$ cat src/rtl/reg_file_pkg.sv
// -----------------------------------------------------------------------------
// reg_file_pkg
// Shared definitions for the register-file writeback arbiter.
//   WIDTH      : data width of one architectural register
//   SIZE       : register address width
//   NUM_REGS   : number of architectural registers (2**SIZE)
//   wb_entry_t : one pending writeback {rd, data}; used by the port-B FIFO
//                and by the registered output stage of the arbiter
// -----------------------------------------------------------------------------
package reg_file_pkg;

    localparam int WIDTH    = 32;
    localparam int SIZE     = 5;
    localparam int NUM_REGS = 2 ** SIZE;

    typedef struct packed {
        logic [SIZE-1:0]  rd;
        logic [WIDTH-1:0] data;
    } wb_entry_t;

endpackage : reg_file_pkg

$ cat src/rtl/wb_fifo.sv
// -----------------------------------------------------------------------------
// wb_fifo
// Synchronous FIFO of wb_entry_t used to buffer multi-cycle unit results until
// a free register-file write slot appears.
//
// Ports:
//   clk         in   clock, rising edge
//   reset       in   asynchronous active-high reset, empties the FIFO
//   push_i      in   write push_data_i at the tail (ignored when full)
//   push_data_i in   entry to enqueue
//   pop_i       in   drop the head entry (ignored when empty)
//   head_o      out  current head entry, valid whenever empty_o is 0
//   full_o      out  DEPTH entries stored
//   empty_o     out  no entries stored
//
// The head is read combinationally so that an entry pushed at edge n can be
// popped in the very next cycle.
// -----------------------------------------------------------------------------
module wb_fifo
    import reg_file_pkg::*;
#(
    parameter int DEPTH = 4
) (
    input  logic      clk,
    input  logic      reset,
    input  logic      push_i,
    input  wb_entry_t push_data_i,
    input  logic      pop_i,
    output wb_entry_t head_o,
    output logic      full_o,
    output logic      empty_o
);

    localparam int AW = $clog2(DEPTH);
    localparam logic [AW:0] PTR_ONE = {{AW{1'b0}}, 1'b1};

    wb_entry_t mem [DEPTH];

    // Pointers carry one extra wrap bit so full and empty are distinguishable
    // when the index bits are equal.
    logic [AW:0] wr_ptr_q, wr_ptr_d;
    logic [AW:0] rd_ptr_q, rd_ptr_d;

    logic do_push;
    logic do_pop;

    assign do_push = push_i && !full_o;
    assign do_pop  = pop_i && !empty_o;

    assign empty_o = (wr_ptr_q == rd_ptr_q);
    assign full_o  = (wr_ptr_q[AW] != rd_ptr_q[AW]) &&
                     (wr_ptr_q[AW-1:0] == rd_ptr_q[AW-1:0]);

    assign head_o = mem[rd_ptr_q[AW-1:0]];

    always_comb begin
        wr_ptr_d = wr_ptr_q;
        rd_ptr_d = rd_ptr_q;
        if (do_push) begin
            wr_ptr_d = wr_ptr_q + PTR_ONE;
        end
        if (do_pop) begin
            rd_ptr_d = rd_ptr_q + PTR_ONE;
        end
    end

    always_ff @(posedge clk or posedge reset) begin
        if (reset) begin
            wr_ptr_q <= '0;
            rd_ptr_q <= '0;
        end else begin
            wr_ptr_q <= wr_ptr_d;
            rd_ptr_q <= rd_ptr_d;
        end
    end

    // Storage needs no reset: the pointers define which slots are live.
    always_ff @(posedge clk) begin
        if (do_push) begin
            mem[wr_ptr_q[AW-1:0]] <= push_data_i;
        end
    end

endmodule : wb_fifo

$ cat src/rtl/reg_file_wb_arbiter.sv
// -----------------------------------------------------------------------------
// reg_file_wb_arbiter
// Shares the register file's single write port between the main pipeline
// writeback (port A, never stalls, highest priority) and the multi-cycle unit
// (port B, valid/ready, buffered in wb_fifo). Also exports a pending-write
// scoreboard and a starvation stall request for the hazard logic.
//
// Ports:
//   clk              in   clock, rising edge
//   reset            in   asynchronous active-high reset
//   a_valid_i        in   pipeline writeback valid
//   a_register_i     in   pipeline destination register
//   a_data_i         in   pipeline write data
//   b_valid_i        in   multi-cycle result valid
//   b_ready_o        out  FIFO can accept a port-B result (state only)
//   b_register_i     in   multi-cycle destination register
//   b_data_i         in   multi-cycle result data
//   reg_write_o      out  register file write enable
//   write_register_o out  register file write address
//   write_data_o     out  register file write data
//   busy_mask_o      out  bit r set while a write to r waits in the FIFO
//   stall_req_o      out  ask the pipeline for a bubble (port B starving)
//   error_o          out  sticky protocol violation flag
//
// WIDTH and SIZE must match reg_file_pkg, which sizes the shared entry type.
// -----------------------------------------------------------------------------
module reg_file_wb_arbiter
    import reg_file_pkg::*;
#(
    parameter int WIDTH     = reg_file_pkg::WIDTH,
    parameter int SIZE      = reg_file_pkg::SIZE,
    parameter int DEPTH     = 4,
    parameter int MAX_STALL = 8
) (
    input  logic                  clk,
    input  logic                  reset,
    input  logic                  a_valid_i,
    input  logic [SIZE-1:0]       a_register_i,
    input  logic [WIDTH-1:0]      a_data_i,
    input  logic                  b_valid_i,
    output logic                  b_ready_o,
    input  logic [SIZE-1:0]       b_register_i,
    input  logic [WIDTH-1:0]      b_data_i,
    output logic                  reg_write_o,
    output logic [SIZE-1:0]       write_register_o,
    output logic [WIDTH-1:0]      write_data_o,
    output logic [2**SIZE-1:0]    busy_mask_o,
    output logic                  stall_req_o,
    output logic                  error_o
);

    localparam int NREGS = 2 ** SIZE;
    localparam int CW    = $clog2(MAX_STALL + 1);
    localparam logic [CW-1:0] CNT_MAX = CW'(MAX_STALL);
    localparam logic [CW-1:0] CNT_ONE = CW'(1);

    // ---------------------------------------------------------------------
    // Port-B FIFO
    // ---------------------------------------------------------------------
    logic      fifo_full;
    logic      fifo_empty;
    logic      fifo_push;
    logic      fifo_pop;
    wb_entry_t fifo_head;
    wb_entry_t b_entry;

    assign b_entry.rd   = b_register_i;
    assign b_entry.data = b_data_i;

    // Ready is held low during reset so nothing is handshaken while the
    // FIFO is being flushed.
    assign b_ready_o = !fifo_full && !reset;

    // Results destined for r0 complete the handshake but are dropped.
    assign fifo_push = b_valid_i && b_ready_o && (b_register_i != '0);

    wb_fifo #(
        .DEPTH (DEPTH)
    ) u_fifo (
        .clk         (clk),
        .reset       (reset),
        .push_i      (fifo_push),
        .push_data_i (b_entry),
        .pop_i       (fifo_pop),
        .head_o      (fifo_head),
        .full_o      (fifo_full),
        .empty_o     (fifo_empty)
    );

    // ---------------------------------------------------------------------
    // Slot selection
    // ---------------------------------------------------------------------
    logic a_take;

    // A write to r0 is a no-op, so it leaves the slot for the FIFO.
    assign a_take   = a_valid_i && (a_register_i != '0);
    assign fifo_pop = !a_take && !fifo_empty;

    // ---------------------------------------------------------------------
    // Registered output stage
    // ---------------------------------------------------------------------
    logic      reg_write_q, reg_write_d;
    wb_entry_t wb_q, wb_d;

    always_comb begin
        reg_write_d = 1'b0;
        wb_d        = wb_q;
        if (a_take) begin
            reg_write_d = 1'b1;
            wb_d.rd     = a_register_i;
            wb_d.data   = a_data_i;
        end else if (fifo_pop) begin
            reg_write_d = 1'b1;
            wb_d        = fifo_head;
        end
    end

    always_ff @(posedge clk or posedge reset) begin
        if (reset) begin
            reg_write_q <= 1'b0;
            wb_q        <= '0;
        end else begin
            reg_write_q <= reg_write_d;
            wb_q        <= wb_d;
        end
    end

    assign reg_write_o      = reg_write_q;
    assign write_register_o = wb_q.rd;
    assign write_data_o     = wb_q.data;

    // ---------------------------------------------------------------------
    // Pending-write scoreboard
    // ---------------------------------------------------------------------
    logic [NREGS-1:0] busy_mask;

    genvar gi;
    generate
        for (gi = 0; gi < NREGS; gi++) begin : g_busy
            if (gi == 0) begin : g_zero
                assign busy_mask[gi] = 1'b0;
            end else begin : g_bit
                logic bit_q, bit_d;
                logic set_hit;
                logic clr_hit;

                assign set_hit = fifo_push && (b_register_i == SIZE'(gi));
                assign clr_hit = fifo_pop && (fifo_head.rd == SIZE'(gi));

                // A new enqueue for r on the edge its previous entry pops
                // must leave r pending, so set has priority.
                always_comb begin
                    bit_d = bit_q;
                    if (set_hit) begin
                        bit_d = 1'b1;
                    end else if (clr_hit) begin
                        bit_d = 1'b0;
                    end
                end

                always_ff @(posedge clk or posedge reset) begin
                    if (reset) begin
                        bit_q <= 1'b0;
                    end else begin
                        bit_q <= bit_d;
                    end
                end

                assign busy_mask[gi] = bit_q;
            end
        end
    endgenerate

    assign busy_mask_o = busy_mask;

    // ---------------------------------------------------------------------
    // Protocol error flag
    // ---------------------------------------------------------------------
    logic error_q, error_d;

    always_comb begin
        error_d = error_q;
        if (fifo_push && busy_mask[b_register_i]) begin
            error_d = 1'b1;
        end
        if (a_take && busy_mask[a_register_i]) begin
            error_d = 1'b1;
        end
    end

    always_ff @(posedge clk or posedge reset) begin
        if (reset) begin
            error_q <= 1'b0;
        end else begin
            error_q <= error_d;
        end
    end

    assign error_o = error_q;

    // ---------------------------------------------------------------------
    // Starvation counter and stall request
    // ---------------------------------------------------------------------
    // With a non-empty FIFO the only way to lose the slot is port A taking
    // it; every other case either pops or has nothing waiting, and both
    // clear the count.
    logic [CW-1:0] stall_cnt_q, stall_cnt_d;
    logic          stall_q, stall_d;

    always_comb begin
        stall_cnt_d = '0;
        if (!fifo_empty && a_take) begin
            stall_cnt_d = (stall_cnt_q == CNT_MAX) ? stall_cnt_q
                                                   : stall_cnt_q + CNT_ONE;
        end
        stall_d = (stall_cnt_d == CNT_MAX);
    end

    always_ff @(posedge clk or posedge reset) begin
        if (reset) begin
            stall_cnt_q <= '0;
            stall_q     <= 1'b0;
        end else begin
            stall_cnt_q <= stall_cnt_d;
            stall_q     <= stall_d;
        end
    end

    assign stall_req_o = stall_q;

endmodule : reg_file_wb_arbiter
$ cat config.mk
export PLATFORM = sky130hd
export DESIGN_NAME = reg_file_wb_arbiter
export DESIGN_NICKNAME = d
export VERILOG_FILES = /design/src/rtl/reg_file_pkg.sv /design/src/rtl/wb_fifo.sv /design/src/rtl/reg_file_wb_arbiter.sv
export SDC_FILE = /design/constraint.sdc
export NUM_CORES = 1
export LEC_CHECK = 0
export CAP_MARGIN = 20
export CORE_MARGIN = 2
export CORE_UTILIZATION = 44
export CTS_CLUSTER_SIZE = 8
export DETAILED_ROUTE_END_ITERATION = 12
export GPL_ROUTABILITY_DRIVEN = 0
export PLACE_DENSITY = 0.65
export SYNTH_ARGS = -nofsm -noshare
export SYNTH_HDL_FRONTEND = slang
export SYNTH_SLANG_ARGS = --single-unit
$ cat constraint.sdc
create_clock -name clk -period 3.65 [get_ports clk]
set_clock_uncertainty 0.1 [all_clocks]
set_input_delay 0.73 -clock clk [delete_from_list [all_inputs] [get_ports clk]]
set_output_delay 0.73 -clock clk [all_outputs]
set_load 0.05 [all_outputs]
==> Word-level counts from Yosys, hierarchy flattened <==
Memory sizes are Yosys's and may differ from the RTL's.
Index checks and enable logic that the tools add are counted.
{ "totals": {"register_bits": 81, "ramBits": 148, "in_bits": 78, "out_inout_bits": 73, "word_cells": 300, "n_memories": 1} }
{ "memory_table": {"columns": ["memory", "words", "width", "read_ports", "rd_ports_with_merged_regs", "wr", "line", "source"], "rows": [
  ["u_fifo.mem", 4, 37, 1, 0, 1, "wb_fifo.sv:37", "wb_entry_t mem [DEPTH];"]
]} }
{ "classes": {"n_addsub": 3, "order_cmp": 2, "n_eq_ne": 67, "muxes": 76, "reduce_logical": 112} }
{ "ops": {"columns": ["operator", "n"], "rows": [
  ["5-bit equality test, second input constant", 32],
  ["5-bit by 4-bit equality test with 1-bit output, second input constant", 16],
  ["37-bit two-way mux", 2],
  ["1-bit logical AND", 73],
  ["1-bit two-way mux", 70],
  ["2-bit nonzero test", 33],
  ["5-bit by 3-bit equality test with 1-bit output, second input constant", 8],
  ["5-bit by 2-bit equality test with 1-bit output, second input constant", 4],
  ["5-bit by 6-bit less-than comparator with 1-bit output, second input constant", 2],
  ["1-bit binary-select mux with 5-bit select", 2],
  ["5-bit by 1-bit equality test with 1-bit output, second input constant", 2],
  ["5-bit nonzero test", 2],
  ["4-bit equality test, second input constant", 2],
  ["4-bit two-way mux", 2],
  ["3-bit by 1-bit adder with 3-bit output, second input constant", 2],
  ["4-bit by 1-bit adder with 4-bit output, second input constant", 1],
  ["1-bit zero test", 4],
  ["3-bit equality test", 1],
  ["2-bit equality test", 1],
  ["1-bit != test", 1]
]} }

==> Depth between registers and ports, before layout <==
{ "logic_depth": {"depth_word": 9, "mapped_depth": 7, "depth_no_buf": 7} }

==> Cells and area by module <==
Synthesis repeated with hierarchy kept, for this count alone.
{ "hier_totals": {"hier_cells": 654, "hier_area_um2": 9975.8} }
{ "modules_own_cells": {"columns": ["module", "instances", "cells_each", "area_each_um2", "seq_area_each_um2"], "rows": [
  ["wb_fifo", 1, 244, 5856.9, 4594.4],
  ["reg_file_wb_arbiter", 1, 410, 4119.0, 1876.8]
]} }

==> Least setup slack after synthesis <==
Ideal clock, no wire load.
{ "synth_timing": {"kind": "in2reg", "startpoint": "input port b_register_i[0]", "endpoint": "memory u_fifo.mem[3][0] (netlist bit) (enable)", "setup_ns": 0.399, "t_arrival_ns": 2.421, "slack_ns": 0.730, "path_stages": 4, "cell_sequence": "clkbuf_1 nor2_1 a21boi_2 and2_1"} }
{ "synth_between": {"elab_chain_cells": 5} }
{ "synth_rtl": {"columns": ["element", "line", "source"], "rows": [
  ["from (decl)", "reg_file_wb_arbiter.sv:42", "input logic [SIZE-1:0] b_register_i,"],
  ["5-bit nonzero test", "reg_file_wb_arbiter.sv:75", "assign fifo_push = b_valid_i && b_ready_o && (b_register_i != '0);"],
  ["1-bit logical AND", "reg_file_wb_arbiter.sv:75", null],
  ["1-bit logical AND", "wb_fifo.sv:47", "assign do_push = push_i && !full_o;"],
  ["1-bit two-way mux", "wb_fifo.sv:79", "if (do_push) begin"],
  ["1-bit two-way mux (implied by the code)", "wb_fifo.sv:80", "mem[wr_ptr_q[AW-1:0]] <= push_data_i;"],
  ["to (decl)", "wb_fifo.sv:37", null]
]} }
No other way between the ends.

==> Worst setup path in the final report <==
{ "layout_timing": {"startpoint": "input port reset", "endpoint": "output port b_ready_o"} }
{ "layout_between": {"elab_chain_cells": 2} }
{ "layout_rtl": {"columns": ["element", "line", "source"], "rows": [
  ["from (decl)", "reg_file_wb_arbiter.sv:36", "input logic reset,"],
  ["1-bit zero test (no line)", null, null],
  ["1-bit logical AND", "reg_file_wb_arbiter.sv:72", "assign b_ready_o = !fifo_full && !reset;"],
  ["to (decl)", "reg_file_wb_arbiter.sv:41", "output logic b_ready_o,"]
]} }
No other way between the ends.

==> metrics.txt <==
Max clock buf depth 3; cts bufs inserted 34; Syn Inst Count 656; Iteration-0 DRC Markers 364; grt total ovfl 0; Seq/Total Area, Yosys 0.662; clock latency on the worst-skew pair 500 ps; Chip Height 153 um; yosys warns 0; Data required, critical path 2820 ps; die span in x 153 um; initial antenna violation count 1; DRT Wirelength 22600 um; Post-Route Utilization 0.572; CTS resizes 0; Routed wire per std cell 20.5 um; FF/Latch Area 0.00647 mm2; n_diodes 0; vias per cell 5.56; Worst slew margin 0.376; Final Cycle Share 0.825; fin area 0.0125 mm2; vias in the first global route 6449; Die ar. 0.0234 mm2; layout cells sized above 1 0.167; multi-input logic area 0.00293 mm2; class of the worst hold path register to register; first-pass GRT wire length 36200 um; Area Overhead vs Synth 27.7%; post-synth net total 741; ys async rst share 0.354; Port Buffers 149; Post-Syn Area 0.00977 mm2; number of synthesized register bits 229; fin nets 884; Layout Cells excl Fill 1102; core outline area 0.0218 mm2; WHS 398 ps; final worst setup slack 639 ps; Setup crit start kind input pin; Pins Over Slew Limit 0; RSZ-0062 raised after global routing false; Final Setup Violations 0; max-cap check violation count 0; initial core utilization 0.448; Netlist cell types 48; dpl cell area 0.0115 mm2; pin count of the biggest net entering global routing 47; Setup CP Type input pin to primary output; Final min period 3010 ps; pwr dens 889 mW/mm2; worst-margin pin slew 936 ps; setup TNS 0 ps; hold-fix buffers at CTS 0; leakage power 4.51 nW; CTS HTree Levels 2; Initial DRT Pass Iterations 4; dpl cells 1043; fmax 332 MHz; most common flop cell mapped by yosys edfxtp_1; number of synthesized flops with an enable pin 148; DP Worst Slack 384 ps; Final Hold Viols 0; DR vias 6122; clock sink count 229; IO Pins 151; Synth Area per Inst 14.9 um2; Post-DP HPWL 15000 um; Tot Pwr 11.1 mW; CP arrival 2180 ps; peak supply drop 0.469 mV; Worst setup EP type primary output; fillcell total 1678; DRC viols 0; Clock Tree Root clkbuf_16; # rows 54; Post-CTS Setup Bufs 0; CTS tree done; CP max FO 3; GRT Overall Usage 0.196; outcome finished, final reports clean; clock transition at the registers of the reported paths 50 ps; Routed Antenna Nets 0
-- flip-flops by register name, summed over array words and instances (netlist names) --
name / count
reg_write_o: 1
error_o: 1
u_fifo.wr_ptr_q: 3
u_fifo.mem: 148
write_register_o: 5
u_fifo.rd_ptr_q: 3
write_data_o: 32
stall_req_o: 1
g_busy.g_bit.bit_q: 31
stall_cnt_q: 4
-- critical path, stage by stage --
cell             delay [ps]
clkdlybuf4s50_1         460
a31oi_1                 170
clkdlybuf4s50_1         820
-- cell type report --
class / count / area share
clock inverters: 3 / 0.00271
well taps: 280 / 0.0281
multi-input cells: 359 / 0.235
clock buffers: 56 / 0.0765
inverters: 6 / 0.00190
repair buffers: 169 / 0.138
flip-flops and latches: 229 / 0.519
-- path summary, 6_finish.rpt --
kind                                    startpoint                endpoint  cells past startpoint  slack, ps
worst min register to register  u_fifo.rd_ptr_q[2]      u_fifo.rd_ptr_q[2]                      1        400
max in group asynchronous                    reset  g_busy[28].g_bit.bit_q                      3       2060
min in group asynchronous                    reset      u_fifo.wr_ptr_q[0]                      2        700
worst max-delay path                         reset               b_ready_o                      3        640
worst min-delay path            u_fifo.rd_ptr_q[2]      u_fifo.rd_ptr_q[2]                      1        400
worst max register to register  u_fifo.rd_ptr_q[0]   g_busy[1].g_bit.bit_q                      6        790
-- layout by cell type, fill, tap and decap left out, types with 3 or more instances in the layout --
| cell type | n |
|---|---|
| clkdlybuf4s50_1 | 149 |
| nand2_1 | 82 |
| xor2_1 | 3 |
| or2_2 | 5 |
| nand2b_1 | 3 |
| nand3b_1 | 4 |
| a31oi_1 | 34 |
| or4_4 | 4 |
| xnor2_1 | 6 |
| dfrtp_1 | 79 |
| clkbuf_1 | 21 |
| nor2_1 | 42 |
| nand3_1 | 7 |
| mux2_2 | 3 |
| o21ai_1 | 26 |
| and2_2 | 4 |
| inv_1 | 5 |
| edfxtp_1 | 148 |
| mux4_2 | 50 |
| o21ai_0 | 43 |
| buf_4 | 14 |
| buf_12 | 6 |
| nand2b_4 | 3 |
| mux2i_1 | 6 |
| clkbuf_16 | 35 |
| ha_1 | 7 |
-- routing by layer --
layer | vias up | wire (um) | global-route usage
met4 | 2 | 397 | 0.0564
met3 | 36 | 1930 | 0.0581
met1 | 3069 | 9180 | 0.251
met2 | 268 | 11000 | 0.329
li1 | 2747 | - | -
met5 | - | 13 | 0
-- report_power, final --
part / switching (mW) / internal (mW) / leakage (nW)
Clock: 1.07 / 1.78 / 0.474
Sequential: 0.375 / 3.37 / 2.33
Combinational: 2.83 / 1.68 / 1.71
Total: 4.27 / 6.83 / 4.51
-- logic make-up (layout without fill, tap and decap cells) --
group           Yosys count  count (layout)  share of synthesized area
fa+ha+maj                 7               7                    0.00896
xor+xnor                  9               9                    0.00807
compound gates          115             115                     0.0685
buf+inv                  68             234                     0.0400
mux                      61              61                      0.130
flops                   229             229                      0.662
simple gates            166             166                     0.0816
other cells               1               1                   0.000384
-- synthesized netlist by cell type, types with 3 or more instances --
cell type,count,share of area
mux4_2,50,0.12
mux2_2,3,0.0035
or4_4,4,0.0046
dfrtp_1,81,0.21
nand3_1,7,0.0036
nand2b_4,3,0.0042
inv_1,6,0.0023
nand2_1,82,0.032
nand2b_1,3,0.0019
or2_2,5,0.0032
clkbuf_1,17,0.0065
buf_1,6,0.0023
mux2i_1,6,0.0061
edfxtp_1,148,0.45
ha_1,7,0.0090
xor2_1,3,0.0027
nor2_1,42,0.016
o21ai_0,43,0.022
buf_2,6,0.0031
and2_1,4,0.0026
o21ai_1,26,0.013
a31oi_1,34,0.022
buf_4,32,0.025
xnor2_1,6,0.0054
nand3b_1,4,0.0031
Power figures use the tool's default switching activity.
